**config.mk**
```make
export PLATFORM = sky130hd
export DESIGN_NAME = sap_controller_sequencer_flat
export DESIGN_NICKNAME = d
export VERILOG_FILES = /design/src/rtl/sap_controller_sequencer_pkg.sv /design/src/rtl/sap_controller_sequencer_if.sv /design/src/rtl/sap_controller_sequencer_ring_counter.sv /design/src/rtl/sap_controller_sequencer.sv /design/src/flat_wrapper.sv
export SDC_FILE = /design/constraint.sdc
export NUM_CORES = 1
export LEC_CHECK = 0
export CAP_MARGIN = 30
export CORE_AREA = 3 3 40 42
export DETAILED_ROUTE_END_ITERATION = 16
export DIE_AREA = 0 0 43 45
export HOLD_SLACK_MARGIN = 0.05
export PLACE_DENSITY = 0.72
export SYNTH_ARGS = -nofsm -noshare
export SYNTH_HDL_FRONTEND = slang
export SYNTH_SLANG_ARGS = --single-unit
export TNS_END_PERCENT = 20
```
**constraint.sdc**
```tcl
create_clock -name clk -period 2.1 [get_ports clk]
set_input_delay 0.315 -clock clk [delete_from_list [all_inputs] [get_ports clk]]
set_output_delay 0.315 -clock clk [all_outputs]
set_load 0.1 [all_outputs]
```
**src/rtl/sap_controller_sequencer_pkg.sv**
```systemverilog
// Shared constants for the SAP-1 controller-sequencer: opcodes, control-word
// bit positions and the one-hot T-state encoding.
package sap_pkg;

    localparam int T_STATES = 6;
    localparam int OPCODE_W = 4;
    localparam int CW_W     = 13;

    localparam int CW_JP = 12;
    localparam int CW_CP = 11;
    localparam int CW_EP = 10;
    localparam int CW_LM = 9;
    localparam int CW_CE = 8;
    localparam int CW_LI = 7;
    localparam int CW_EI = 6;
    localparam int CW_LA = 5;
    localparam int CW_EA = 4;
    localparam int CW_SU = 3;
    localparam int CW_EU = 2;
    localparam int CW_LB = 1;
    localparam int CW_LO = 0;

    typedef logic [OPCODE_W-1:0] opcode_t;
    typedef logic [CW_W-1:0]     cw_t;

    localparam opcode_t OP_LDA = 4'b0000;
    localparam opcode_t OP_ADD = 4'b0001;
    localparam opcode_t OP_SUB = 4'b0010;
    localparam opcode_t OP_JMP = 4'b0011;
    localparam opcode_t OP_OUT = 4'b1110;
    localparam opcode_t OP_HLT = 4'b1111;

    // T_IDLE (all zero) is the frozen ring while halted.
    typedef enum logic [T_STATES-1:0] {
        T_IDLE = 6'b000000,
        T1     = 6'b000001,
        T2     = 6'b000010,
        T3     = 6'b000100,
        T4     = 6'b001000,
        T5     = 6'b010000,
        T6     = 6'b100000
    } t_state_e;

endpackage

```
**src/rtl/sap_controller_sequencer_if.sv**
```systemverilog
// Control interface between the sequencer (master) and the SAP-1 datapath (slave).
interface sap_controller_sequencer_if;
    import sap_pkg::*;

    logic [OPCODE_W-1:0] opcode;
    logic [T_STATES-1:0] t_state;
    logic [CW_W-1:0]     con;
    logic                halted;

    modport master (input opcode, output t_state, output con, output halted);
    modport slave  (output opcode, input t_state, input con, input halted);

endinterface

```
**src/rtl/sap_controller_sequencer_ring_counter.sv**
```systemverilog
// One-hot T-state ring: rotates T1..T6, collapses to all-zero on halt,
// and returns to T1 on a synchronous active-low clear.
module sap_ring_counter
    import sap_pkg::*;
(
    input  logic                clk,
    input  logic                clear,
    input  logic                halt,
    output logic [T_STATES-1:0] t_state
);

    t_state_e state_q;
    t_state_e state_d;

    // NOTE: sequential state uses non-blocking assignments so every register
    // samples the pre-edge values of its neighbours.
    always_ff @(posedge clk) begin
        if (!clear) begin
            state_q <= T1;
        end else begin
            state_q <= state_d;
        end
    end

    always_comb begin
        state_d = state_q;
        if (halt) begin
            state_d = T_IDLE;
        end else begin
            state_d = t_state_e'({state_q[T_STATES-2:0], state_q[T_STATES-1]});
        end
    end

    assign t_state = state_q;

endmodule

```
**src/rtl/sap_controller_sequencer.sv**
```systemverilog
// SAP-1 controller-sequencer: ring counter, sticky halt flag and control-word
// decode. Define SAP_JUMP_EN to decode JMP (4'b0011).
module sap_controller_sequencer
    import sap_pkg::*;
(
    input  logic                       clk,
    input  logic                       clear,
    sap_controller_sequencer_if.master bus
);

    logic halted_q;
    logic halted_d;
    logic halt;
    cw_t  con_d;
    logic [T_STATES-1:0] t_state;

    // HLT is recognised in T4; the edge ending T4 freezes the ring at zero.
    assign halt     = halted_q | ((t_state == T4) && (bus.opcode == OP_HLT));
    assign halted_d = halt;

    always_ff @(posedge clk) begin
        if (!clear) begin
            halted_q <= 1'b0;
        end else begin
            halted_q <= halted_d;
        end
    end

    sap_ring_counter u_ring (
        .clk     (clk),
        .clear   (clear),
        .halt    (halt),
        .t_state (t_state)
    );

    // NOTE: con_d is zeroed before the case so every path assigns it and no
    // latch is inferred.
    always_comb begin
        con_d = '0;
        case (t_state)
            T1: begin
                con_d[CW_EP] = 1'b1;
                con_d[CW_LM] = 1'b1;
            end
            T2: con_d[CW_CP] = 1'b1;
            T3: begin
                con_d[CW_CE] = 1'b1;
                con_d[CW_LI] = 1'b1;
            end
            T4: begin
                case (bus.opcode)
                    OP_LDA, OP_ADD, OP_SUB: begin
                        con_d[CW_EI] = 1'b1;
                        con_d[CW_LM] = 1'b1;
                    end
                    OP_OUT: begin
                        con_d[CW_EA] = 1'b1;
                        con_d[CW_LO] = 1'b1;
                    end
`ifdef SAP_JUMP_EN
                    OP_JMP: begin
                        con_d[CW_EI] = 1'b1;
                        con_d[CW_JP] = 1'b1;
                    end
`endif
                    default: con_d = '0;
                endcase
            end
            T5: begin
                case (bus.opcode)
                    OP_LDA: begin
                        con_d[CW_CE] = 1'b1;
                        con_d[CW_LA] = 1'b1;
                    end
                    OP_ADD, OP_SUB: begin
                        con_d[CW_CE] = 1'b1;
                        con_d[CW_LB] = 1'b1;
                    end
                    default: con_d = '0;
                endcase
            end
            T6: begin
                case (bus.opcode)
                    OP_ADD: begin
                        con_d[CW_EU] = 1'b1;
                        con_d[CW_LA] = 1'b1;
                    end
                    OP_SUB: begin
                        con_d[CW_SU] = 1'b1;
                        con_d[CW_EU] = 1'b1;
                        con_d[CW_LA] = 1'b1;
                    end
                    default: con_d = '0;
                endcase
            end
            default: con_d = '0;
        endcase
`ifndef SAP_JUMP_EN
        con_d[CW_JP] = 1'b0;
`endif
    end

    assign bus.con     = con_d;
    assign bus.t_state = t_state;
    assign bus.halted  = halted_q;

endmodule

```
**src/flat_wrapper.sv**
```systemverilog
// flat-port wrapper written by rule: the top's interface ports become plain ports
module sap_controller_sequencer_flat import sap_pkg::*;
  (clk, clear, bus_opcode, bus_t_state, bus_con, bus_halted);
  sap_controller_sequencer_if bus_i ();
  input  logic clk;
  input  logic clear;
  input wire logic [$bits(bus_i.opcode)-1:0] bus_opcode;
  output wire logic [$bits(bus_i.t_state)-1:0] bus_t_state;
  output wire logic [$bits(bus_i.con)-1:0] bus_con;
  output wire logic [$bits(bus_i.halted)-1:0] bus_halted;
  assign bus_i.opcode = bus_opcode;
  assign bus_t_state = bus_i.t_state;
  assign bus_con = bus_i.con;
  assign bus_halted = bus_i.halted;
  sap_controller_sequencer u_core (.clk(clk), .clear(clear), .bus(bus_i));
endmodule
```
Word-level counts from Yosys, hierarchy flattened
Cells that the tools add are included.
Storage, ports and cells
  logic and storage cells: 30
  output and inout port bits: 20
  register bits: 7
  bits of input ports: 6
Cells by class
  muxes and demuxes: 10
  bitwise logic cells: 2
  reduce and logical (&&, ||, !) cells: 5
  equality and inequality tests: 10
Operator list (count)
  case mux 7 bit (3 select lines): 1
  equality test 4 bit (second input constant): 2
  case mux 2 bit (2 select lines): 2
  two-way mux 1 bit: 7
  equality test 6 x 1 -> 1 bit (second input constant): 1
  equality test 6 x 2 -> 1 bit (second input constant): 1
  equality test 6 x 3 -> 1 bit (second input constant): 1
  equality test 6 x 4 -> 1 bit (second input constant): 1
  equality test 6 x 5 -> 1 bit (second input constant): 1
  equality test 6 bit (second input constant): 1
  equality test 4 x 1 -> 1 bit (second input constant): 1
  equality test 4 x 2 -> 1 bit (second input constant): 1
  zero test 4 bit: 1
  OR reduction 2 bit: 2
  OR reduction 3 bit: 1
  logical AND 1 bit: 1
  inverter 1 bit: 1
  OR 1 bit: 1

Longest topological paths before layout
Gate-level depths: netlist of the first run.
  depth in word-level cells: 4
  gate-level depth with buffers: 4
  depth with buffers taken out: 3

By module
From an unflattened synthesis of the first run, not the netlist that was laid out.
Second synthesis, totals
  cells, all modules: 57
  area, all modules: 469.2 µm²
Modules (own cells, without submodules)
  sap_controller_sequencer: instances 1, area each 295.3 µm², cells each 43, seq. area each 20.0 µm²
  sap_ring_counter: instances 1, area each 173.9 µm², cells each 14, seq. area each 120.1 µm²

Worst setup path after synthesis of the first run
No wires, ideal clock.
  kind: register to output
  from: register u_core.u_ring.state_q[3], in the netlist u_core.u_ring.t_state[3]
  to: output port bus_con[4]
  cell stages (with the launch flop): 4
  path slack: -3355 ps
  buffers on the path: 1
  data required time: 1785 ps
  data arrival time: 5140 ps
  cell sequence: dfxtp_1 or3b_2 nor4_1 buf_4
On the way
  word-level cells in the longest chain between the ends: 2
  elaborated cells between the ends (all ways): 4
  those cells by class: eq/ne (3); mux (1)
Ends and longest elaborated chain
  start, declared: RTL line sap_controller_sequencer_ring_counter.sv:12  | t_state_e state_q;
  start signal, assigned: RTL line sap_controller_sequencer_ring_counter.sv:21  | state_q <= state_d;
  equality test 6 bit (tied with other cells)
  case mux 7 bit (3 select lines) *: RTL line sap_controller_sequencer.sv:40  | case (t_state)
  end, declared: RTL line flat_wrapper.sv:9  | output wire logic [$bits(bus_i.con)-1:0] bus_con;
Mark *: on every way between the ends. The rest lies on a longest branch, timed or not.

Worst setup path in the final report of the first run
  from: register u_core.u_ring.state_q[5], in the netlist u_core.u_ring.t_state[5]
  to: output port bus_con[0]
Same word-level chain as after synthesis.

==> flow_summary_export.csv, run 1 <==
group,metric,value,unit
yosys,post_synth_instance_area,438,sq um
global_route,number_of_antenna_violations_at_the_first_check_in_global_routing,0,
sta,period_minus_slack,2040,ps
global_route,pin_count_of_the_biggest_net_entering_global_routing,10,
cts,path_clk_slew,50,ps
die,die_h,45,microns
critical_path,worst-endpoint-arrival,1730,ps
sta,timing.final.setup_violations,0,
die,floorplan.initialDensity,34.1,%
sta,achievable-frequency,490,MHz
cells_and_area,layout_overhead_on_the_synthesized_area,110,%
die,placement_rows,13,
sta,fin_tns_setup,0,ps
power,power_leakage,0.343,nW
status,outcome,"finished clean",
critical_path,critical-path-slowest-cell,"or3_4",
yosys,synth.yosys.seq_area_share,32.0,%
routing,dr_total_vias,481,
run,cap_viol_max_count,0,
sta,drv_slew,0,
cts,clock-sinks,7,
die,core_region_area,1280,sq um
global_route,grt-ovfl-total,0,
sta,post-route-period-util,97.2,%
placement,portBuffers,24,
critical_path,critical_path.top_delay_family,"simple AND/OR/NAND/NOR gates",
die,die_area,1940,sq um
die,ioPinCount,26,
routing,drt-vias-per-instance,4.91,
routing,dr.first_iter.drc_count,2,
power,total_power,0.428,mW
placement,place.detailed.hpwl,964,microns
power,ir_drop,0.268,mV
global_route,grt_pass1_vias,463,
cts,cts_tree,"yes",
critical_path,rrSetupSlack,730,ps
cells_and_area,final_design_area_no_fill,921,sq um
critical_path,startpoint_type,"register",
routing,drt.antenna.violating_nets,0,
critical_path,crit_path_max_incr_delay,480,ps
placement,rd_place_congestion,0.746,
critical_path,path_buf_inv,2,
routing,drt_pass1_iterations,3,
cts,clock_insertion_delay_worst_skew,250,ps
global_route,grt_util_all_layers,13.2,%
sta,grt_setup_unrepaired,"yes",
sta,hold_violations,0,
cells_and_area,drive_above_1_share,54.2,%
critical_path,worstPathRequired,1780,ps
yosys,yosys_warn_count,0,
cells_and_area,antenna_diode_count,0,
cts,htreeDepth,1,
critical_path,worst_setup_path_end_kind,"output port",
cts,clock-root-buffer,"clkbuf_4",
routing,finalWirelength,1180,microns
critical_path,critPathMaxFanout,8,
critical_path,timing.critical_path.cells,"or3_4 > nor4_4 > buf_4 > buf_12",
critical_path,critical_path_class,"reg -> out",
placement,place_area,877,sq um
die,fp.dieW,43,microns
yosys,yosys_register_bits,7,
global_route,grt_first_pass_wirelength,1950,microns
yosys,syn-num-nets,60,
cts,cts-root-to-sink-buffers,2,
yosys,synthesis.instances,54,
power,power.density,465,nW/um^2
cts,cts-buffers-inserted,3,
yosys,netlist-cell-type-count,26,
routing,wl_per_cell,12.0,microns
sta,timing.clock.skew,3.92,ps
routing,number_of_remaining_drc_errors,0,
yosys,post_synth.cell_area_avg,8.11,sq um
min_path,hp-class,"reg -> reg",
cells_and_area,nets,90,
## layout by cell type (no fill, tap or decap), types with 2 or more instances in the layout
cell / n
nor2_1: 3
clkdlybuf4s50_1: 5
clkbuf_4: 3
nand2b_1: 2
buf_4: 11
buf_12: 12
nor3_1: 2
nand2_1: 6
nor4b_4: 2
inv_1: 3
nand3b_1: 2
nor4_4: 2
dfxtp_2: 5
a211oi_2: 2
nor3_2: 3
and2_1: 4
## worst paths after layout
| check | endpoint | depth (start not counted) | startpoint |
|---|---|---|---|
| setup / recovery | bus_con[0] | 4 | u_core.u_ring.t_state[5] |
| hold / removal | u_core.u_ring.t_state[0] | 1 | u_core.bus.halted |
| setup reg to reg | u_core.u_ring.t_state[4] | 3 | u_core.u_ring.t_state[5] |
| hold reg to reg | u_core.u_ring.t_state[0] | 1 | u_core.bus.halted |
## repair_timing
action	in CTS	in global routing
hold buffers	0	0
gates resized for setup	1	1
pin swaps	1	0
endpoints found under the setup margin	2	5
buffers inserted	1	0
## metal layers
layer,vias to the layer above,track usage (%),part of all wire [%]
li1,249,-,-
met1,216,15.5,44
met2,14,22.8,49
met3,2,1.20,6.4
met4,0,9.04,0.77
met5,-,0,0
## logic make-up (layout without fill, tap and decap cells)
logic type,Yosys count,count (layout),share of synthesized area [%]
buffers and inverters,6,35,8.57
XOR/XNOR,1,1,2.00
other,1,1,0.856
AO/OA/AOI/OAI,6,6,8.86
flip-flops,7,7,32.0
AND/OR/NAND/NOR,33,33,47.7
## flip-flops by register name, summed over array words and instances (netlist names)
| name | count |
|---|---|
| u_core.u_ring.t_state | 6 |
| u_core.bus.halted | 1 |
## Yosys cell counts, drive strengths merged
cell type / instances / area [sq um]
nand3: 1 / 5.00
a31oi: 1 / 6.26
and2: 4 / 25.0
nor3: 5 / 25.0
nor2b: 1 / 6.26
or3b: 1 / 8.76
or4: 1 / 8.76
a21oi: 1 / 5.00
a211oi: 2 / 15.0
nor4: 2 / 27.5
or3: 1 / 6.26
nor4b: 3 / 26.3
o21ai: 1 / 5.00
nand2b: 2 / 12.5
inv: 3 / 11.3
conb: 1 / 3.75
and4: 1 / 8.76
nor2: 3 / 11.3
nand3b: 2 / 15.0
o21a: 1 / 7.51
nand2: 6 / 22.5
buf: 3 / 26.3
xor2: 1 / 8.76
dfxtp: 7 / 140
## where the power goes
group          internal, mW  leakage [nW]  switching (mW)
logic                0.0540         0.268           0.108
clock network        0.0723        0.0150          0.0467
registers             0.137        0.0597         0.00974
total                 0.264         0.343           0.165
## stage by stage
step | worst slack (ps) | util, % | hold WS (ps) | std cells
floorplan | -759 | - | 391 | 54
global placement | 103 | 68.3 | 466 | 93
detailed placement | 64.4 | 68.3 | 487 | 93
CTS | 58.2 | 71.3 | 493 | 98
global route | -31.0 | 71.7 | 516 | 98
finish | 58.9 | 71.7 | 490 | 98
## layout make-up
class | count | area [sq um]
Fill cell | 93 | 364
Timing Repair Buffer | 28 | 373
Sequential cell | 7 | 150
Clock buffer | 4 | 26.3
Tap cell | 15 | 18.8
Inverter | 3 | 11.3
Multi-Input combinational cell | 41 | 342
No activity file was read; power rests on OpenSTA's default activity.
==> inputs of run 2 (changes only) <==
RECOVER_POWER = 25   (was default)
clock period = 2.3 ns   (was 2.1 ns; I/O delays follow)
==> run 2 against run 1 <==
  * Clock skew is essentially flat
  * Global-route usage fell by 0.26 points
  * First-iteration DRC count grew to 4.0 times the previous value
  * Critical path depth decreased by 1
  * Combinational power down 12%
==> flow_summary_export.csv, run 2 (same netlist as run 1, synthesis figures left out) <==
group,metric,value,unit
cts,clock-sinks,7,
cts,clock-root-buffer,"clkbuf_4",
cts,cts_tree,"yes",
status,outcome,"finished clean",
cts,cts-root-to-sink-buffers,2,
critical_path,startpoint_type,"register",
sta,timing.clock.skew,3.60,ps
critical_path,critical_path_class,"reg -> out",
sta,worst_slew_pin_slew,1150,ps
die,die_h,45,microns
cells_and_area,antenna_diode_count,0,
cells_and_area,layout_overhead_on_the_synthesized_area,103,%
cts,hold_buffers,0,
critical_path,worst_r2r_path_depth,3,
global_route,grt_pass1_vias,424,
placement,dp.cells,91,
routing,drt-vias-per-instance,5.23,
min_path,whs_path_depth,1,
cells_and_area,multiInputGateArea,337,sq um
cts,cts-buffers-inserted,3,
sta,grt_setup_unrepaired,"no",
global_route,grt_first_pass_wirelength,1860,microns
die,die_area,1940,sq um
power,combPwrFrac,37.1,%
critical_path,worst_setup_path_end_kind,"output port",
die,core_region_area,1280,sq um
routing,wl_per_cell,12.1,microns
cells_and_area,fin_util,69.2,%
routing,finalWirelength,1150,microns
cts,ctsResizeCount,0,
power,power_leakage,0.324,nW
power,ir_drop,0.284,mV
critical_path,regToRegStartpoint,"u_core.u_ring.t_state[5]",
sta,slew_headroom,23.4,%
sta,drv_slew,0,
cts,clock_insertion_delay_worst_skew,250,ps
power,total_power,0.387,mW
critical_path,worst-endpoint-arrival,1760,ps
cells_and_area,mostFrequentLayoutCells,"12 x buf_12, 7 x buf_4, 6 x nand2_1, 5 x dfxtp_2, 4 x clkdlybuf4s50_1",
sta,achievable-frequency,474,MHz
routing,drt.antenna.violating_nets,0,
sta,timing.final.setup_violations,0,
global_route,grt_util_all_layers,12.9,%
power,netSwitchingFraction,38.9,%
critical_path,timing.rr.end,"u_core.u_ring.t_state[4]",
power,power.density,435,nW/um^2
cts,htreeDepth,1,
die,fp.dieW,43,microns
cts,post-cts-setup-buffer-count,0,
die,placement_rows,13,
global_route,pin_count_of_the_biggest_net_entering_global_routing,10,
cells_and_area,fin_cells,95,
placement,place_area,862,sq um
placement,rd_place_congestion,0.667,
placement,pre_cts_slack,111,ps
routing,dr.first_iter.drc_count,8,
die,ioPinCount,26,
global_route,number_of_antenna_violations_at_the_first_check_in_global_routing,0,
critical_path,worstPathRequired,1960,ps
critical_path,rrSetupSlack,780,ps
min_path,min-delay-start,"u_core.bus.halted",
sta,hold_violations,0,
global_route,grt-ovfl-total,0,
cts,path_clk_slew,50,ps
cells_and_area,nFillCells,99,
placement,portBuffers,24,
critical_path,critPathMaxFanout,8,
cells_and_area,largest_register_ffs,6,
min_path,worst_hold_path.endpoint,"u_core.u_ring.t_state[0]",
power,power.share.sequential,34.6,%
cells_and_area,nets,87,
routing,number_of_remaining_drc_errors,0,
power,clkPwrFrac,28.3,%
run,cap_viol_max_count,0,
routing,dr_total_vias,497,
cells_and_area,layout.cells.most_common,"buf_12",
cells_and_area,final_design_area_no_fill,890,sq um
cells_and_area,drive_above_1_share,50.0,%
die,floorplan.initialDensity,34.1,%
routing,drt_pass1_iterations,4,
sta,post-route-period-util,91.7,%
min_path,hp-class,"reg -> reg",
power,internal-power,0.236,mW
power,power.net_switching,0.151,mW
sta,final.setup.worst_slack,191,ps
cells_and_area,area.sequential,150,sq um
sta,period_minus_slack,2110,ps
placement,place.detailed.hpwl,954,microns
## run 2: layer usage
layer	track usage, %	share of wire (%)	vias up
met3	1.20	6.5	2
met5	0	0	-
met1	15.5	41	232
met4	9.04	1.5	0
met2	21.9	51	18
li1	-	-	245
## run 2: worst max-delay path by stage
stage | start | end | slack [ps]
6_report | u_core.u_ring.t_state[5] | bus_con[4] | 190
5_1_grt | bus_opcode[1] | bus_con[1] | 90
4_1_cts | bus_opcode[0] | bus_con[9] | 110
3_5_place_dp | bus_opcode[0] | bus_con[9] | 110
3_3_place_gp | bus_opcode[0] | bus_con[9] | 150
2_1_floorplan | u_core.u_ring.t_state[3] | bus_con[4] | -590
## run 2: layout make-up
class / instances / area share [%]
repair buffers: 25 / 39.0
inverters: 3 / 1.27
clock buffers: 4 / 2.95
well taps: 15 / 2.11
flip-flops and latches: 7 / 16.9
multi-input cells: 41 / 37.8
## run 2: power groups by stage
stage / Combinational (mW) / Clock [mW] / Sequential (mW)
after floorplan: 0.0762 / 0 / 0.162
after global placement: 0.143 / 0 / 0.136
after detailed placement: 0.144 / 0 / 0.137
after CTS: 0.144 / 0.116 / 0.134
after global routing: 0.149 / 0.120 / 0.135
final: 0.143 / 0.110 / 0.134
## run 2: through the flow
| stage | setup TNS (ps) | hold slack [ps] |
|---|---|---|
| 5_1_grt | 0 | 524 |
| 6_report | 0 | 489 |
| 3_5_place_dp | 0 | 487 |
| 4_1_cts | 0 | 495 |
| 2_1_floorplan | -3150 | 421 |
| 3_3_place_gp | 0 | 471 |
## run 2: critical path, stage by stage, from the launching register on
cell     delay, ps
dfxtp_2        360
or3_1          590
nor4_4         340
buf_12         230
==> inputs of run 3 (changes only) <==
ABC_AREA = 1   (was default)
PLACE_DENSITY = 0.7   (was 0.72)
clock period = 2.2 ns   (was 2.3 ns; I/O delays follow)
==> run 3 against run 2 <==
  * Cell count grew 9.5%
  * Clock skew is 1.6 ps lower
  * Hold slack better by 11 ps
  * Worst setup slack worse by 9.0 ps
  * Critical path depth grew 3
==> flow_summary_export.csv, run 3 <==
group,metric,value,unit
status,outcome,"finished clean",
routing,drt_pass1_iterations,2,
routing,finalWirelength,1130,microns
global_route,grt_pass1_vias,435,
cts,clock_insertion_delay_worst_skew,250,ps
routing,dr_total_vias,468,
routing,drt-vias-per-instance,4.50,
cts,hold_buffers,0,
critical_path,rrSetupSlack,1170,ps
sta,drv_slew,0,
cells_and_area,mostFrequentLayoutCells,"12 x buf_12, 9 x nor2_1, 8 x inv_1, 6 x nand2_1, 6 x clkbuf_1",
critical_path,worst_setup_path_end_kind,"output port",
critical_path,critical_path_class,"in -> out",
global_route,grt_util_all_layers,12.3,%
min_path,hp-class,"reg -> reg",
critical_path,worst_r2r_path_depth,6,
yosys,synthesis.instances,63,
yosys,yosys.area.top_type_share,33.7,%
die,die_area,1940,sq um
yosys,synth_area_leader_cell,"dfxtp_1",
cells_and_area,area.sequential,160,sq um
placement,place.detailed.hpwl,947,microns
min_path,whs_path_depth,2,
cells_and_area,nets,96,
die,placement_rows,13,
die,fp.dieW,43,microns
sta,worst_slew_pin_slew,1160,ps
cells_and_area,layout.cells.most_common,"buf_12",
sta,hold_violations,0,
placement,portBuffers,24,
die,die_h,45,microns
routing,number_of_remaining_drc_errors,0,
cts,htreeDepth,1,
yosys,post_synth_instance_area,415,sq um
yosys,synth.cells.most_frequent,"14 x nor2_1, 11 x inv_1, 9 x nand2_1",
cts,clock-root-buffer,"clkbuf_4",
cts,cts-buffers-inserted,3,
yosys,yosys_warn_count,0,
cells_and_area,nFillCells,113,
run,cap_viol_max_count,0,
critical_path,timing.rr.end,"u_core.u_ring.t_state[3]",
cts,clock-sinks,7,
die,ioPinCount,26,
min_path,min-delay-start,"u_core.u_ring.t_state[1]",
routing,drt.antenna.violating_nets,0,
routing,wl_per_cell,10.8,microns
critical_path,startpoint_type,"input pin",
yosys,synth.yosys.seq_area_share,33.7,%
critical_path,regToRegStartpoint,"u_core.u_ring.t_state[0]",
sta,grt_setup_unrepaired,"no",
global_route,grt_first_pass_wirelength,1740,microns
yosys,post_synth.cell_area_avg,6.59,sq um
min_path,worst_hold_path.endpoint,"u_core.u_ring.t_state[2]",
cells_and_area,drive_above_1_share,51.7,%
sta,period_minus_slack,2020,ps
cells_and_area,antenna_diode_count,0,
yosys,async_reset_ff_share,0,%
sta,timing.final.setup_violations,0,
global_route,grt-ovfl-total,0,
sta,fin_tns_setup,0,ps
sta,timing.clock.skew,2.03,ps
yosys,edff_count_synth,0,
sta,slew_headroom,22.8,%
critical_path,worstPathRequired,1870,ps
placement,rd_place_congestion,0.771,
yosys,synth-main-ff-cell,"dfxtp_1",
critical_path,worst-endpoint-arrival,1690,ps
cts,path_clk_slew,50,ps
cts,cts-root-to-sink-buffers,2,
yosys,ys_top_cells_by_area,"dfxtp_1 34%, nor2_1 13%, inv_1 9.9%",
routing,dr.first_iter.drc_count,6,
cts,post-cts-setup-buffer-count,0,
global_route,pin_count_of_the_biggest_net_entering_global_routing,6,
yosys,netlist-cell-type-count,18,
power,ir_drop,0.369,mV
die,floorplan.initialDensity,32.3,%
power,power.density,461,nW/um^2
yosys,synth_most_common_cell,"nor2_1",
power,power_leakage,0.361,nW
sta,achievable-frequency,496,MHz
sta,post-route-period-util,91.7,%
cells_and_area,multiInputGateArea,288,sq um
critical_path,critPathMaxFanout,4,
cts,cts_tree,"yes",
die,core_region_area,1280,sq um
yosys,yosys_register_bits,7,
cts,ctsResizeCount,0,
sta,worst_hold_slack,501,ps
global_route,number_of_antenna_violations_at_the_first_check_in_global_routing,0,
cells_and_area,layout_overhead_on_the_synthesized_area,107,%
yosys,syn-num-nets,69,
cells_and_area,largest_register_ffs,6,
[run 3: cell types whose count changed after synthesis, sizes merged, moves of 3 or more]
cell   change
and2       -4
nor2      +13
nor4b      -3
nand3      +4
inv        +8
nand4      +3
nor3       -3
nand2      +5
[run 3: layout make-up]
class	count	share of cell area (%)
Timing Repair Buffer	24	37.6
Multi-Input combinational cell	43	33.4
Sequential cell	7	18.6
Inverter	11	5.09
Clock buffer	4	3.05
Tap cell	15	2.18
[run 3: where the power goes]
| group | internal [mW] | switching [mW] | total (mW) |
|---|---|---|---|
| Combinational | 0.0407 | 0.107 | 0.148 |
| Sequential | 0.127 | 0.00402 | 0.131 |
| Clock | 0.0693 | 0.0484 | 0.118 |
[run 3: logic make-up (layout without fill, tap and decap cells)]
family | count (synthesis) | after routing | synth area share [%]
buffers and inverters | 13 | 39 | 13.6
AND/OR/NAND/NOR | 38 | 38 | 45.5
AO/OA/AOI/OAI | 4 | 4 | 6.32
other | 1 | 1 | 0.903
flip-flops | 7 | 7 | 33.7
[run 3: worst max-delay path by stage]
stage | end | slack, ps | start
5_1_grt | bus_con[5] | 120 | bus_opcode[2]
4_1_cts | bus_con[5] | 170 | bus_opcode[2]
3_3_place_gp | bus_con[5] | 200 | bus_opcode[2]
2_1_floorplan | bus_con[11] | -90 | u_core.u_ring.t_state[4]
6_report | bus_con[5] | 180 | bus_opcode[2]
3_5_place_dp | bus_con[5] | 180 | bus_opcode[2]
[run 3: per-stage QoR]
step	cell area [sq um]	util, %	setup WS [ps]	std cells	power (mW)
after floorplan	519	-	-90.0	63	0.240
after global placement	853	66.4	199	100	0.285
after detailed placement	853	66.4	180	100	0.285
after CTS	880	68.5	174	104	0.406
after global routing	861	67.0	120	104	0.416
final	861	67.0	182	104	0.397
[run 3: per-layer routing]
metal	vias to the layer above	part of all wire (%)	GRT usage, %
met4	0	2.2	9.04
met2	18	50	22.2
met5	-	0	0
met1	202	42	13.4
met3	3	5.3	1.20
li1	245	-	-
[run 3: worst max-delay path, stage by stage]
cell and delay (ps):
clkdlybuf4s50_1 460, nor2_4 160, nand2_2 100, or2_4 260, o21ai_2 180, buf_12 190
